### config.mk
export PLATFORM = sky130hd
export DESIGN_NAME = pwm_ramp_controller
export DESIGN_NICKNAME = d
export VERILOG_FILES = /design/src/rtl/pwm_ramp_controller.sv
export SDC_FILE = /design/constraint.sdc
export NUM_CORES = 1
export LEC_CHECK = 0
export CORE_MARGIN = 2
export CORE_UTILIZATION = 59
export CTS_BUF_LIST = sky130_fd_sc_hd__clkbuf_4 sky130_fd_sc_hd__clkbuf_8
export DETAILED_ROUTE_END_ITERATION = 6
export PLACE_DENSITY = 0.83
export SLEW_MARGIN = 20
export SYNTH_ARGS = -nofsm -noshare
export SYNTH_HDL_FRONTEND = slang
export SYNTH_SLANG_ARGS = --single-unit
### constraint.sdc
create_clock -name clk_ctrl -period 5.6 [get_ports clk_ctrl]
set_clock_uncertainty 0.15 [all_clocks]
set_input_delay 1.68 -clock clk_ctrl [delete_from_list [all_inputs] [get_ports clk_ctrl]]
set_output_delay 1.68 -clock clk_ctrl [all_outputs]
set_load 0.02 [all_outputs]
### src/rtl/pwm_ramp_controller.sv
// Soft-start sequencer for the PWM duty reference: accepts a target via valid/ready
// and walks the reference toward it by a fixed step on selected PWM period boundaries.
module pwm_ramp_controller #(
  parameter int RESOLUTION_BITS = 8,
  parameter int PERIOD_CNT_BITS = 4
) (
  input  logic                       clk_ctrl,
  input  logic                       rst_ctrl,
  input  logic [RESOLUTION_BITS-1:0] target_in,
  input  logic [RESOLUTION_BITS-1:0] step_in,
  input  logic [PERIOD_CNT_BITS-1:0] periods_in,
  input  logic                       target_valid,
  output logic                       target_ready,
  input  logic                       period_tick,
  input  logic                       abort,
  output logic [RESOLUTION_BITS-1:0] referencia_out,
  output logic                       busy,
  output logic                       done
);

  localparam int EXT_BITS = RESOLUTION_BITS + 1;

  typedef enum logic {
    IDLE = 1'b0,
    RAMP = 1'b1
  } state_t;

  state_t                     state_reg, state_next;
  logic [RESOLUTION_BITS-1:0] ref_reg, ref_next;
  logic [RESOLUTION_BITS-1:0] target_reg, target_next;
  logic [RESOLUTION_BITS-1:0] step_reg, step_next;
  logic [PERIOD_CNT_BITS-1:0] periods_reg, periods_next;
  logic [PERIOD_CNT_BITS-1:0] cnt_reg, cnt_next;
  logic                       ready_reg, ready_next;
  logic                       busy_reg, busy_next;
  logic                       done_reg, done_next;

  logic                       transfer;
  logic                       update_due;
  logic [EXT_BITS-1:0]        ref_ext, target_ext, step_ext;
  logic [EXT_BITS-1:0]        distance, stepped_ext;
  logic                       going_up;
  logic [RESOLUTION_BITS-1:0] stepped_ref;

  assign transfer   = target_valid && ready_reg;
  assign update_due = (cnt_reg == (periods_reg - PERIOD_CNT_BITS'(1)));

  // One extra bit keeps ref +/- step from wrapping; the clamp to target
  // guarantees the truncated result is always in range.
  always_comb begin
    ref_ext    = {1'b0, ref_reg};
    target_ext = {1'b0, target_reg};
    step_ext   = {1'b0, step_reg};
    going_up   = (target_ext > ref_ext);
    distance   = going_up ? (target_ext - ref_ext) : (ref_ext - target_ext);
    if (distance <= step_ext) begin
      stepped_ext = target_ext;
    end else if (going_up) begin
      stepped_ext = ref_ext + step_ext;
    end else begin
      stepped_ext = ref_ext - step_ext;
    end
    stepped_ref = stepped_ext[RESOLUTION_BITS-1:0];
  end

  always_comb begin
    state_next   = state_reg;
    ref_next     = ref_reg;
    target_next  = target_reg;
    step_next    = step_reg;
    periods_next = periods_reg;
    cnt_next     = cnt_reg;
    ready_next   = ready_reg;
    busy_next    = busy_reg;
    done_next    = 1'b0;

    case (state_reg)
      IDLE: begin
        ready_next = 1'b1;
        busy_next  = 1'b0;
        if (transfer) begin
          if (target_in == ref_reg) begin
            done_next = 1'b1;
          end else begin
            state_next   = RAMP;
            busy_next    = 1'b1;
            ready_next   = 1'b0;
            cnt_next     = '0;
            target_next  = target_in;
            // Zero step or zero period would stall the ramp forever.
            step_next    = (step_in == '0) ? RESOLUTION_BITS'(1) : step_in;
            periods_next = (periods_in == '0) ? PERIOD_CNT_BITS'(1) : periods_in;
          end
        end
      end

      RAMP: begin
        if (abort) begin
          state_next = IDLE;
          busy_next  = 1'b0;
          ready_next = 1'b1;
          cnt_next   = '0;
        end else if (period_tick) begin
          if (update_due) begin
            cnt_next = '0;
            ref_next = stepped_ref;
            if (stepped_ref == target_reg) begin
              done_next  = 1'b1;
              state_next = IDLE;
              busy_next  = 1'b0;
              ready_next = 1'b1;
            end
          end else begin
            cnt_next = cnt_reg + PERIOD_CNT_BITS'(1);
          end
        end
      end

      default: begin
        state_next = IDLE;
        busy_next  = 1'b0;
        ready_next = 1'b1;
        cnt_next   = '0;
      end
    endcase
  end

  always_ff @(posedge clk_ctrl) begin
    if (rst_ctrl) begin
      state_reg   <= IDLE;
      ref_reg     <= '0;
      target_reg  <= '0;
      step_reg    <= RESOLUTION_BITS'(1);
      periods_reg <= PERIOD_CNT_BITS'(1);
      cnt_reg     <= '0;
      ready_reg   <= 1'b1;
      busy_reg    <= 1'b0;
      done_reg    <= 1'b0;
    end else begin
      state_reg   <= state_next;
      ref_reg     <= ref_next;
      target_reg  <= target_next;
      step_reg    <= step_next;
      periods_reg <= periods_next;
      cnt_reg     <= cnt_next;
      ready_reg   <= ready_next;
      busy_reg    <= busy_next;
      done_reg    <= done_next;
    end
  end

  assign referencia_out = ref_reg;
  assign target_ready   = ready_reg;
  assign busy           = busy_reg;
  assign done           = done_reg;

endmodule

* Word-level counts from Yosys, hierarchy flattened
Index checks and enable logic that the tools add are counted.
** Storage, ports and cells
- Register bits after elaboration :: 36
** Cells by class
- $add $sub $neg :: 6
- $lt $le $gt $ge :: 2
- Equal/unequal tests :: 8
- Mux-type cells :: 36
- Bitwise logic cells :: 3
- Reduce and logical (&&, ||, !) cells :: 7
** Operators by type and width (count)
- $mux W4 :: 6
- $mux W8 :: 3
- $mux W1 :: 21
- $sub A8 B8 Y9 :: 2
- $eq A8 B8 Y1 :: 2
- $le A9 B8 Y1 :: 1
- $mux W9 :: 1
- $reduce_and A3 Y1 :: 3
- $add A8 B8 Y8 :: 1
- $gt A8 B8 Y1 :: 1
- $logic_not A8 Y1 :: 1
- $pmux W1 S2 :: 4
- $pmux W4 S2 :: 1
- $sub A8 B8 Y8 :: 1
- $ne A3 B2 Y1 const B :: 2
- $add A4 B1 Y4 const B :: 1
- $eq A4 B4 Y1 :: 1
- $logic_not A4 Y1 :: 1
- $ne A2 B2 Y1 const B :: 2
- $reduce_and A4 Y1 :: 1
- $sub A4 B1 Y4 const B :: 1
- $ne A3 B3 Y1 const B :: 1
- $not A1 Y1 :: 3
- $logic_and A1 B1 Y1 :: 1

* Logic depth before layout (Yosys ltp)
Gate-level depths: netlist of the first run.
- Depth in word-level cells :: 10
- Gate-level depth with buffers :: 20
- Depth with buffers taken out :: 18

* Least setup slack after synthesis of the first run
No wires, ideal clock.
- Path type :: register -> register
- Start point :: reg ref_reg[1], in the netlist referencia_out[1]
- End point :: reg busy_reg, in the netlist busy
- Setup time :: 0.116 ns
- Arrival :: 4.726 ns
- Required time :: 5.334 ns
- Slack :: 0.609 ns
- Cell stages (with the launch flop) :: 18
- Path buffers :: 1
- Cell sequence :: dfxtp_1 > inv_1 > ha_1 > nor2b_1 > o2111ai_1 > nor3b_2 > nor2_2 > clkbuf_1 > o21ai_0 > fa_1 > nand2b_1 > a21oi_2 > a2111oi_0 > or4b_1 > or3_1 > o41ai_2 > a31oi_1 > a31o_1
** Between the ends
- Cells in the longest elaborated chain, start to end :: 7
- Elaborated cells on any way between the ends :: 16
** RTL lines
- from (decl) :: RTL line 29 : logic [RESOLUTION_BITS-1:0] ref_reg, ref_next;
- from (signal assigned) :: RTL line 141 : ref_reg <= ref_next;
- $sub A8 B8 Y9 or $gt A8 B8 Y1 (tied branches) :: RTL line 55, 54
- $mux W9 :: RTL line 55 : distance = going_up ? (target_ext - ref_ext) : (ref_ext - target_ext);
- $le A9 B8 Y1 :: RTL line 56 : if (distance <= step_ext) begin
- $mux W8 :: RTL line 56
- $eq A8 B8 Y1 :: RTL line 107 : if (stepped_ref == target_reg) begin
- $ne A3 B2 Y1 (no line)
- $reduce_and A3 Y1 (no line)
- to (signal assigned) :: RTL line 147 : busy_reg <= busy_next;
- to (decl) :: RTL line 35 : logic busy_reg, busy_next;
Several ways; a longest one is shown, not always the timed one.
A chain may end at the register's enable or synchronous reset.

* Worst setup path in the final report of the first run
Same ends and word-level chain as after synthesis.

==> results of run 1 <==
==> metrics by stage <==
| stage | total power, µW | std cells | utilization |
|---|---|---|---|
| after floorplan | 813.8 | 383 | - |
| after global placement | 935.1 | 474 | 0.6918 |
| after detailed placement | 951.9 | 474 | 0.6918 |
| after CTS | 1164 | 482 | 0.7105 |
| after global routing | 1254 | 482 | 0.7119 |
| final | 1173 | 482 | 0.7119 |
==> worst max-delay path, delay by kind of cell (launching register included) <==
kind	cells	cell delay, ns
xor gates and xnor gates	1	0.16
and+or+nand+nor	5	1.55
buffers and inverters	1	0.18
DFF	1	0.50
adders and majority gates	2	0.89
AOI/OAI and AO/OA	7	1.61
==> worst paths after layout <==
kind                                    end              start  slack, ns
worst max register to register         busy  referencia_out[1]       0.45
worst max-delay path                   busy  referencia_out[1]       0.45
worst min-delay path            step_reg[1]        step_reg[1]       0.36
worst min register to register  step_reg[1]        step_reg[1]       0.36
==> area by class of cell <==
cell class	instances	area (µm²)	area share
Tap cell	70	87.58	0.02379
Sequential cell	36	720.7	0.1957
Timing Repair Buffer	38	372.9	0.1013
Inverter	37	138.9	0.03772
Multi-Input combinational cell	293	2266	0.6154
Clock inverter	2	13.76	0.003738
Clock buffer	6	82.58	0.02243
==> power by group <==
group / switching [µW] / internal [µW] / leakage, µW
sequential: 21.1 / 272 / 0.000294
combinational: 372 / 304 / 0.00113
clock: 104 / 101 / 0.0000516
total: 496 / 676 / 0.00147
==> cells in the mapped netlist (2+ instances only) <==
library cell / count / area [µm²]
a211oi_1: 7 / 52.55
a21o_1: 10 / 75.07
a21o_2: 2 / 17.52
a21oi_1: 21 / 105.1
a221oi_1: 2 / 17.52
buf_1: 3 / 11.26
buf_2: 4 / 20.02
buf_4: 3 / 22.52
clkbuf_1: 6 / 22.52
dfxtp_1: 36 / 720.7
fa_1: 3 / 60.06
ha_1: 34 / 425.4
inv_1: 37 / 138.9
mux2i_1: 28 / 280.3
nand2_1: 10 / 37.54
nand2b_1: 6 / 37.54
nand3_1: 6 / 30.03
nand4_1: 7 / 43.79
nor2_1: 44 / 165.2
nor2b_1: 5 / 31.28
nor3_1: 9 / 45.04
nor3b_2: 2 / 25.02
nor4_1: 2 / 12.51
o211ai_1: 3 / 22.52
o21ai_0: 16 / 80.08
o21ai_1: 2 / 10.01
o22a_1: 2 / 17.52
o22ai_1: 3 / 18.77
or3_1: 2 / 12.51
xnor2_1: 33 / 289.0
xor2_1: 8 / 70.07
==> cell families (layout without fill, tap and decap cells) <==
logic type | after synthesis | after routing | synth area share
muxes | 29 | 29 | 0.09155
AOI/OAI and AO/OA | 81 | 81 | 0.1737
adders and majority gates | 37 | 37 | 0.1525
and+or+nand+nor | 104 | 104 | 0.1670
buffers and inverters | 54 | 83 | 0.06915
xor gates and xnor gates | 42 | 42 | 0.1198
DFF | 36 | 36 | 0.2263
==> layer usage <==
metal  GRT usage  up-vias  share of wire
li1            -     1392              -
met1      0.3386     1314           0.44
met2      0.4861       96           0.48
met3     0.05116       17          0.060
met4     0.07679        0          0.020
met5           0        -              0
==> results.md, run 1 <==
- Outcome: finished, final reports clean
- Post-CTS setup buffers: 0
- Largest net degree at the start of global routing: 34
- Fmax: 194.3 MHz
- Worst Hold Slack: 0.3577 ns
- Die footprint: 6001 µm²
- Max-slew headroom: 0.4903
- Number of flops mapped to enable cells by yosys: 0
- CP max FO: 14
- Min cycle time layout: 5.146 ns
- Skew-Pair Late Insertion Delay: 0.29 ns
- Worst Hold Class: flip-flop to flip-flop
- Net Count, Synth: 445
- H-tree depth: 2
- Hold Buf Count CTS: 0
- Worst Max-Slew Pin Slew: 0.7628 ns
- Pre-Repair DR Iteration Count: 4
- RSZ-0062 raised after global routing: false
- Antenna Nets Post-Route: 0
- Fraction of registers with async set or reset after synthesis: 0
- Mean routed wirelength per cell: 16.41 µm
- Reg clk slew, reported paths: 0.08 ns
- # DRC: 0
- Total GRT Usage: 0.2743
- Starting Density: 0.6156
- Starting DRT DRC Count: 155
- Crit-path cells: inv_1 -> ha_1 -> nor2b_1 -> o2111ai_1 -> nor3b_2 -> nor2_4 -> o21ai_0 -> fa_1 -> xnor2_1 -> a311oi_1 -> o21ai_1 -> or4b_1 -> or3_1 -> o41ai_2 -> a31oi_1 -> a31o_1
- Share of layout cells above drive strength 1: 0.06311
- R2R cell count: 16
- Syn avg cell area: 8.314 µm²
- Final setup violation count: 0
- Mapped Area: 3184 µm²
- CP arrival: 5.18 ns
- Vias in the first global route: 2795
- Post-Synthesis Cells: 383
- Startpoint Class: flip-flop
- CTS tree: yes
- Worst Path Required: 5.64 ns
- Die W: 77.47 µm
- CP endpoint kind: flip-flop
- Fill cells: 410
- Worst Hold Depth: 2
- CTS resizes: 0
- Final Worst Setup Slack: 0.4544 ns
- CP max stage delay: 0.53 ns
- Die Span Y: 77.47 µm
- Post-DP HPWL: 6141 µm
- Clock Tree Root: clkbuf_8
- Setup WS pre-CTS: 0.4506 ns
- Clk sink count: 36
- Most common cell after layout, fill and taps aside: nor2_1
- Warnings, synthesis: 0
- Final #Nets: 473
- Maxcap violations: 0
- Max IR drop VDD: 0.2151 mV
- CP max stage cell: fa_1
- Crit path kind: flip-flop to flip-flop
- Placer congestion estimate: 0.9524
- CTS Buf Count: 5
- Final period util: 0.9189
- Post-synth top flop: dfxtp_1
- Leakage: 0.001471 µW
- Vias per cell: 5.849
- Wire length of the first global-routing pass: 13230 µm
- Placement row count: 26
- Post-synthesis cell type count: 58
- N_diodes: 0
- Sequential fraction of the synthesis area: 0.2263
- Post-DP Area: 3578 µm²
- GRT overflow: 0
- IO Pins: 36
- Cell Pwr Density: 318.5 nW/µm²
- Slew Limit Fails: 0
- Post-layout instance area: 3682 µm²
- WL final: 7912 µm
- Most frequent cells in the layout: nor2_1, inv_1, dfxtp_1
- Vias after detailed routing: 2819
- Setup TNS: 0 ns
- IO Port Bufs: 35
- Area growth from synthesis to layout: 15.64%
- Fin. Hold Viols: 0
- Clock Path Buffers: 2
- Post-synthesis sequential element count: 36
- Initial antenna violation count: 0
- CORE AREA: 5172 µm²
No activity file was read; power rests on OpenSTA's default activity.
==> run 2: changes to the inputs <==
--- a/config.mk
+++ b/config.mk
@@ -6,10 +6,10 @@
 export NUM_CORES = 1
 export LEC_CHECK = 0
 export CORE_MARGIN = 2
-export CORE_UTILIZATION = 59
+export CORE_UTILIZATION = 53
 export CTS_BUF_LIST = sky130_fd_sc_hd__clkbuf_4 sky130_fd_sc_hd__clkbuf_8
 export DETAILED_ROUTE_END_ITERATION = 6
-export PLACE_DENSITY = 0.83
+export PLACE_DENSITY = 0.79
 export SLEW_MARGIN = 20
 export SYNTH_ARGS = -nofsm -noshare
 export SYNTH_HDL_FRONTEND = slang
==> constraint.sdc (replaced) <==
create_clock -name clk_ctrl -period 4.7 [get_ports clk_ctrl]
set_clock_uncertainty 0.15 [all_clocks]
set_input_delay 1.41 -clock clk_ctrl [delete_from_list [all_inputs] [get_ports clk_ctrl]]
set_output_delay 1.41 -clock clk_ctrl [all_outputs]
set_load 0.02 [all_outputs]
==> results.md, run 2 (synthesis gave the netlist of run 1 again) <==
- Outcome: finished, final reports clean
- Vias per cell: 5.925 (+1.3%)
- CP max FO: 6 (-8)
- Post-DP Area: 3697 µm² (+3.3%)
- Final period util: 0.9848 (+0.06593)
- Mean routed wirelength per cell: 16.58 µm (+1.0%)
- GRT overflow: 0 (unchanged)
- Most common cell after layout, fill and taps aside: nor2_1
- Worst Path Required: 4.74 ns (-0.90 ns)
- H-tree depth: 2 (unchanged)
- Pre-Repair DR Iteration Count: 5 (+1)
- CP arrival: 4.67 ns (-0.51 ns)
- CTS tree: yes
- Multi-input gate area: 2374 µm² (+4.7%)
- Wire length of the first global-routing pass: 12790 µm (-3.3%)
- CORE AREA: 5851 µm² (+13%)
- IO Port Bufs: 35 (unchanged)
- WL met1: 3757 µm (+8.2%)
- Worst Max-Slew Pin Slew: 0.6892 ns (-0.07363 ns)
- Vias after detailed routing: 3010 (+6.8%)
- Finished Layout Cells: 508 (+5.4%)
- Final Worst Setup Slack: 0.07150 ns (-0.3829 ns)
- Startpoint Class: flip-flop
- Starting Density: 0.5443 (-0.07136)
- Placer congestion estimate: 0.9903 (+4.0%)
- N_diodes: 0 (unchanged)
- Power, Total: 1532 µW (+31%)
- Max IR drop VDD: 0.2740 mV (+27%)
- Area growth from synthesis to layout: 24.56%
- Antenna Nets Post-Route: 0 (unchanged)
- Die footprint: 6644 µm² (+11%)
- Worst Hold Class: flip-flop to flip-flop
- # DRC: 0 (unchanged)
- Die W: 81.51 µm (+5.2%)
- Reg clk slew, reported paths: 0.07 ns (about the same)
- Slew Limit Fails: 0 (unchanged)
- Clock Path Buffers: 2 (unchanged)
- Vias in the first global route: 2704 (-3.3%)
- Post-layout instance area: 3966 µm² (+7.7%)
- Die Span Y: 81.51 µm (+5.2%)
- WL final: 8423 µm (+6.5%)
- Share of layout cells above drive strength 1: 0.1547 (+0.09163)
- Total GRT Usage: 0.2472 (-0.02707)
- Cell total after placement: 491 (+3.6%)
- Cell Pwr Density: 386.1 nW/µm² (+21%)
- CP endpoint kind: flip-flop
- Final #Nets: 494 (+4.4%)
- Placement row count: 28 (+7.7%)
- Clk sink count: 36 (unchanged)
- Initial antenna violation count: 0 (unchanged)
- Most frequent cells in the layout: nor2_1, inv_1, clkdlybuf4s50_1
- IO Pins: 36 (unchanged)
- FF+latch area: 737.0 µm² (+2.3%)
- Starting DRT DRC Count: 183 (+18%)
- Max layer used: met4
- WL met2: 4136 µm (+8.8%)
- Largest net degree at the start of global routing: 34 (unchanged)
- CTS Buf Count: 5 (unchanged)
- Metal3 WL: 392 µm (-18%)
- Crit path kind: flip-flop to flip-flop
- Setup WS pre-CTS: 0.02628 ns (-0.4243 ns)
- Final setup violation count: 0 (unchanged)
- Leakage: 0.001598 µW (+8.6%)
- Maxcap violations: 0 (unchanged)
- Min cycle time layout: 4.628 ns (-0.5171 ns)
- Post-DP HPWL: 6184 µm (+0.70%)
- Fin. Hold Viols: 0 (unchanged)
- Post-layout util: 0.6779 (-0.03397)
- Max-slew headroom: 0.5399 (+0.04961)
- Fmax: 216.1 MHz (+11%)
- Skew-Pair Late Insertion Delay: 0.30 ns (about the same)
- Clock Tree Root: clkbuf_8
- Fill cells: 442 (+7.8%)
## run 2: cell count changes in the layout (fill, tap and decap cells not counted), moves of 2 or more
| cell | previous run | this run |
|---|---|---|
| inv_2 | 0 | 2 |
| dfxtp_1 | 36 | 29 |
| inv_1 | 37 | 35 |
| a21oi_1 | 21 | 19 |
| ha_1 | 34 | 30 |
| buf_4 | 3 | 22 |
| ha_4 | 0 | 3 |
| dfxtp_4 | 0 | 3 |
| dfxtp_2 | 0 | 4 |
| a21oi_2 | 1 | 3 |
## run 2: through the flow
stage	TNS, ns	hold WS, ns
floorplan	0	0.3104
global placement	0	0.3248
detailed placement	0	0.3354
CTS	0	0.3654
global route	-0.06402	0.3765
finish	0	0.3602
## run 2: report_power, final
part / internal, µW / switching [µW]
registers: 323 / 22.6
clock network: 103 / 123
logic: 469 / 490
total: 896 / 636
## run 2: metal layers
layer,track usage,vias to the layer above
met2,0.4279,120
met4,0.05593,0
met5,0,-
met1,0.3196,1428
met3,0.04396,20
li1,-,1442
## run 2: what timing repair did
action | 4_1_cts | 5_1_grt
hold buffers | 0 | 0
resized for setup | 1 | 23
pin swaps | 0 | 11
gates cloned | 0 | 1
setup buffers | 0 | 8
setup endpoints to repair | 1 | 12
## run 2: worst max-delay path, stage by stage (launching register included)
cell and delay [ns]:
dfxtp_4 0.38, inv_1 0.05, ha_1 0.35, inv_2 0.09, o21ai_4 0.21, o22ai_4 0.15, nor2_4 0.19, o21ai_0 0.14
xnor2_1 0.31, ha_1 0.35, xnor2_1 0.19, nor3b_2 0.19, o21ai_1 0.09, or4b_1 0.51, or3_1 0.34, o41ai_2 0.38
a31oi_1 0.19, a31o_1 0.26
## run 2: worst paths after layout
| path | startpoint | slack [ns] | cells after the start | end |
|---|---|---|---|---|
| max reg2reg | referencia_out[7] | 0.07 | 17 | busy |
| min reg2reg | busy | 0.36 | 1 | busy |
| min | busy | 0.36 | 1 | busy |
| max | referencia_out[7] | 0.07 | 17 | busy |
## run 2: area by class of cell
| class | count | area share |
|---|---|---|
| Inverter | 37 | 0.03502 |
| Clock inverter | 3 | 0.004732 |
| Tap cell | 75 | 0.02366 |
| Clock buffer | 5 | 0.01735 |
| Sequential cell | 36 | 0.1858 |
| Multi-Input combinational cell | 294 | 0.5984 |
| Timing Repair Buffer | 58 | 0.1350 |
==> run 3: changes to the inputs <==
--- a/config.mk
+++ b/config.mk
@@ -9,6 +9,7 @@
 export CORE_UTILIZATION = 53
 export CTS_BUF_LIST = sky130_fd_sc_hd__clkbuf_4 sky130_fd_sc_hd__clkbuf_8
 export DETAILED_ROUTE_END_ITERATION = 6
+export MAX_ROUTING_LAYER = met4
 export PLACE_DENSITY = 0.79
 export SLEW_MARGIN = 20
 export SYNTH_ARGS = -nofsm -noshare
==> results.md, run 3 (synthesis gave the netlist of run 1 again) <==
- Outcome: finished, final reports clean
- Largest net degree at the start of global routing: 34 (unchanged)
- CP max stage cell: fa_1
- Net Switching: 619.0 µW (-2.6%)
- Reg clk slew, reported paths: 0.08 ns (about the same)
- Worst Hold Depth: 2 (+1)
- Final period util: 0.9966 (+0.01181)
- Worst Path Required: 4.74 ns (about the same)
- Antenna Nets Post-Route: 0 (unchanged)
- Post-DP HPWL: 6487 µm (+4.9%)
- Comb pwr share: 0.611 (-0.016)
- RSZ-0062 raised after global routing: true
- Critical path buffer and inverter count: 1 (-1)
- Vias after detailed routing: 2958 (-1.7%)
- Cell Pwr Density: 376.2 nW/µm² (-2.6%)
- IO Pins: 36 (unchanged)
- Hold EP: step_reg[5]
- Final setup violation count: 0 (unchanged)
- Die footprint: 6644 µm² (unchanged)
- Clock Path Buffers: 2 (unchanged)
- Mean routed wirelength per cell: 16.51 µm (-0.43%)
- GRT overflow: 0 (unchanged)
- CTS tree: yes
- Vias per cell: 5.811 (-1.9%)
- Area growth from synthesis to layout: 25.15%
- CP max stage delay: 0.53 ns (+0.02 ns)
- Clock Tree Root: clkbuf_8
- Skew-Pair Late Insertion Delay: 0.29 ns (about the same)
- Clk network pwr share: 0.159 (+0.011)
- Max-slew headroom: 0.4577 (-0.08217)
- CP endpoint kind: flip-flop
- Crit path kind: flip-flop to flip-flop
- Hold Buf Count CTS: 0 (unchanged)
- Pre-Repair DR Iteration Count: 5 (unchanged)
- Most common cell after layout, fill and taps aside: nor2_1
- Maxcap violations: 0 (unchanged)
- WL final: 8403 µm (-0.24%)
- Starting Density: 0.5443 (unchanged)
- Reg power frac: 0.230 (+0.004)
- R2R cell count: 17 (unchanged)
- Post-DP Area: 3727 µm² (+0.81%)
- H-tree depth: 2 (unchanged)
- Share of layout cells above drive strength 1: 0.1613 (+0.006556)
- CP arrival: 4.72 ns (+0.05 ns)
- Clk sink count: 36 (unchanged)
- Fmax: 213.5 MHz (-1.2%)
- # DRC: 0 (unchanged)
- Setup WS pre-CTS: 0.01604 ns (-0.01024 ns)
- Die Span Y: 81.51 µm (unchanged)
- Total GRT Usage: 0.2612 (+0.01401)
- Worst Hold Slack: 0.3556 ns (-0.004620 ns)
- Placer congestion estimate: 0.9785 (-1.2%)
- Pint: 880.0 µW (-1.8%)
- Worst Max-Slew Pin Slew: 0.8115 ns (+0.1224 ns)
- Wire length of the first global-routing pass: 12970 µm (+1.4%)
- Max IR drop VDD: 0.2296 mV (-16%)
- Final Worst Setup Slack: 0.01601 ns (-0.05549 ns)
- IO Port Bufs: 35 (unchanged)
- Starting DRT DRC Count: 199 (+8.7%)
- Reg2reg start: referencia_out[1]
- Startpoint Class: flip-flop
- Min cycle time layout: 4.684 ns (+0.05549 ns)
- Worst Hold Class: flip-flop to flip-flop
- CORE AREA: 5851 µm² (unchanged)
- CP max FO: 5 (-1)
- Vias in the first global route: 2735 (+1.1%)
- Family with the most delay on the worst path: simple AND/OR/NAND/NOR gates
- Setup TNS: 0 ns (unchanged)
- Initial antenna violation count: 0 (unchanged)
- Fin. Hold Viols: 0 (unchanged)
- Leakage: 0.001616 µW (+1.2%)
- Power, Total: 1499 µW (-2.1%)
- Switching share of total power: 0.4129 (-0.002135)
- R2R Path End: busy
- Die W: 81.51 µm (unchanged)
- N_diodes: 0 (unchanged)
- Final #Nets: 495 (+0.20%)
- R2R setup slack: 0.02 ns (-0.06 ns)
- Hold_sp: step_reg[5]
- Most frequent cells in the layout: nor2_1, inv_1, clkdlybuf4s50_1
- Crit-path cells: clkinvlp_4 -> ha_4 -> nor2b_4 -> o2111ai_2 -> nor3b_4 -> nor2_4 -> nand2_2 -> o21ai_4 -> fa_1 -> xnor2_2 -> a311oi_1 -> o21ai_1 -> or4b_1 -> or3_4 -> o41ai_4 -> a31oi_2 -> a31o_1
- Placement row count: 28 (unchanged)
- Slew Limit Fails: 0 (unchanged)
- CTS Buf Count: 5 (unchanged)
- Post-layout instance area: 3985 µm² (+0.47%)
==> run 3: changes by cell type in the layout (fill, tap and decap cells not counted), moves of 2 or more <==
cell	previous run	this run
inv_2	2	0
o41ai_2	2	0
ha_4	3	1
clkinvlp_4	0	2
xnor2_2	0	2
clkinv_2	2	0
xnor2_1	33	31
ha_2	1	4
buf_4	22	24
dfxtp_1	29	31
==> run 3: worst max-delay path by stage <==
stage / from / end / slack, ns / cells past startpoint
after global routing: referencia_out[1] / busy / -0.19 / 17
after floorplan: referencia_out[1] / busy / 0.03 / 18
after global placement: referencia_out[3] / busy / 0.14 / 16
final: referencia_out[1] / busy / 0.02 / 17
after detailed placement: referencia_out[4] / busy / 0.02 / 16
after CTS: referencia_out[4] / busy / 0.02 / 17
==> run 3: final cells by class <==
class / instances / area [µm²]
Clock buffer: 7 / 90.09
Tap cell: 75 / 93.84
Sequential cell: 36 / 732.0
Fill cell: 464 / 1866
Timing Repair Buffer: 59 / 530.5
Inverter: 37 / 142.6
Multi-Input combinational cell: 294 / 2389
Clock inverter: 1 / 7.507
==> run 3: layer usage <==
metal  global-route usage  routed length [µm]
met5                    -                   0
met2               0.4377                4117
met1               0.3228                3612
met4              0.08305                 244
met3              0.03956                 429
==> run 3: worst min-delay path: stages, from the launching register on <==
cell     delay (ns)
dfxtp_1        0.33
mux2i_1        0.07
nor2_1         0.08
==> run 3: what timing repair did <==
| action | in CTS | in global routing |
|---|---|---|
| gates cloned | 0 | 1 |
| buffers inserted | 0 | 5 |
| endpoints found under the setup margin | 1 | 12 |
| pin swaps | 0 | 15 |
| resized for setup | 2 | 22 |
==> run 3: stage by stage <==
stage	utilization	cells
finish	0.6811	509
floorplan	-	383
global placement	0.6371	495
global route	0.6811	509
CTS	0.6546	503
detailed placement	0.6371	495
==> run 3: power by group through the flow <==
stage	logic [µW]	clock network, µW	registers, µW
floorplan	628	0	351
global placement	801	0	350
detailed placement	820	0	351
CTS	829	243	344
global route	997	257	346
finish	915	239	345
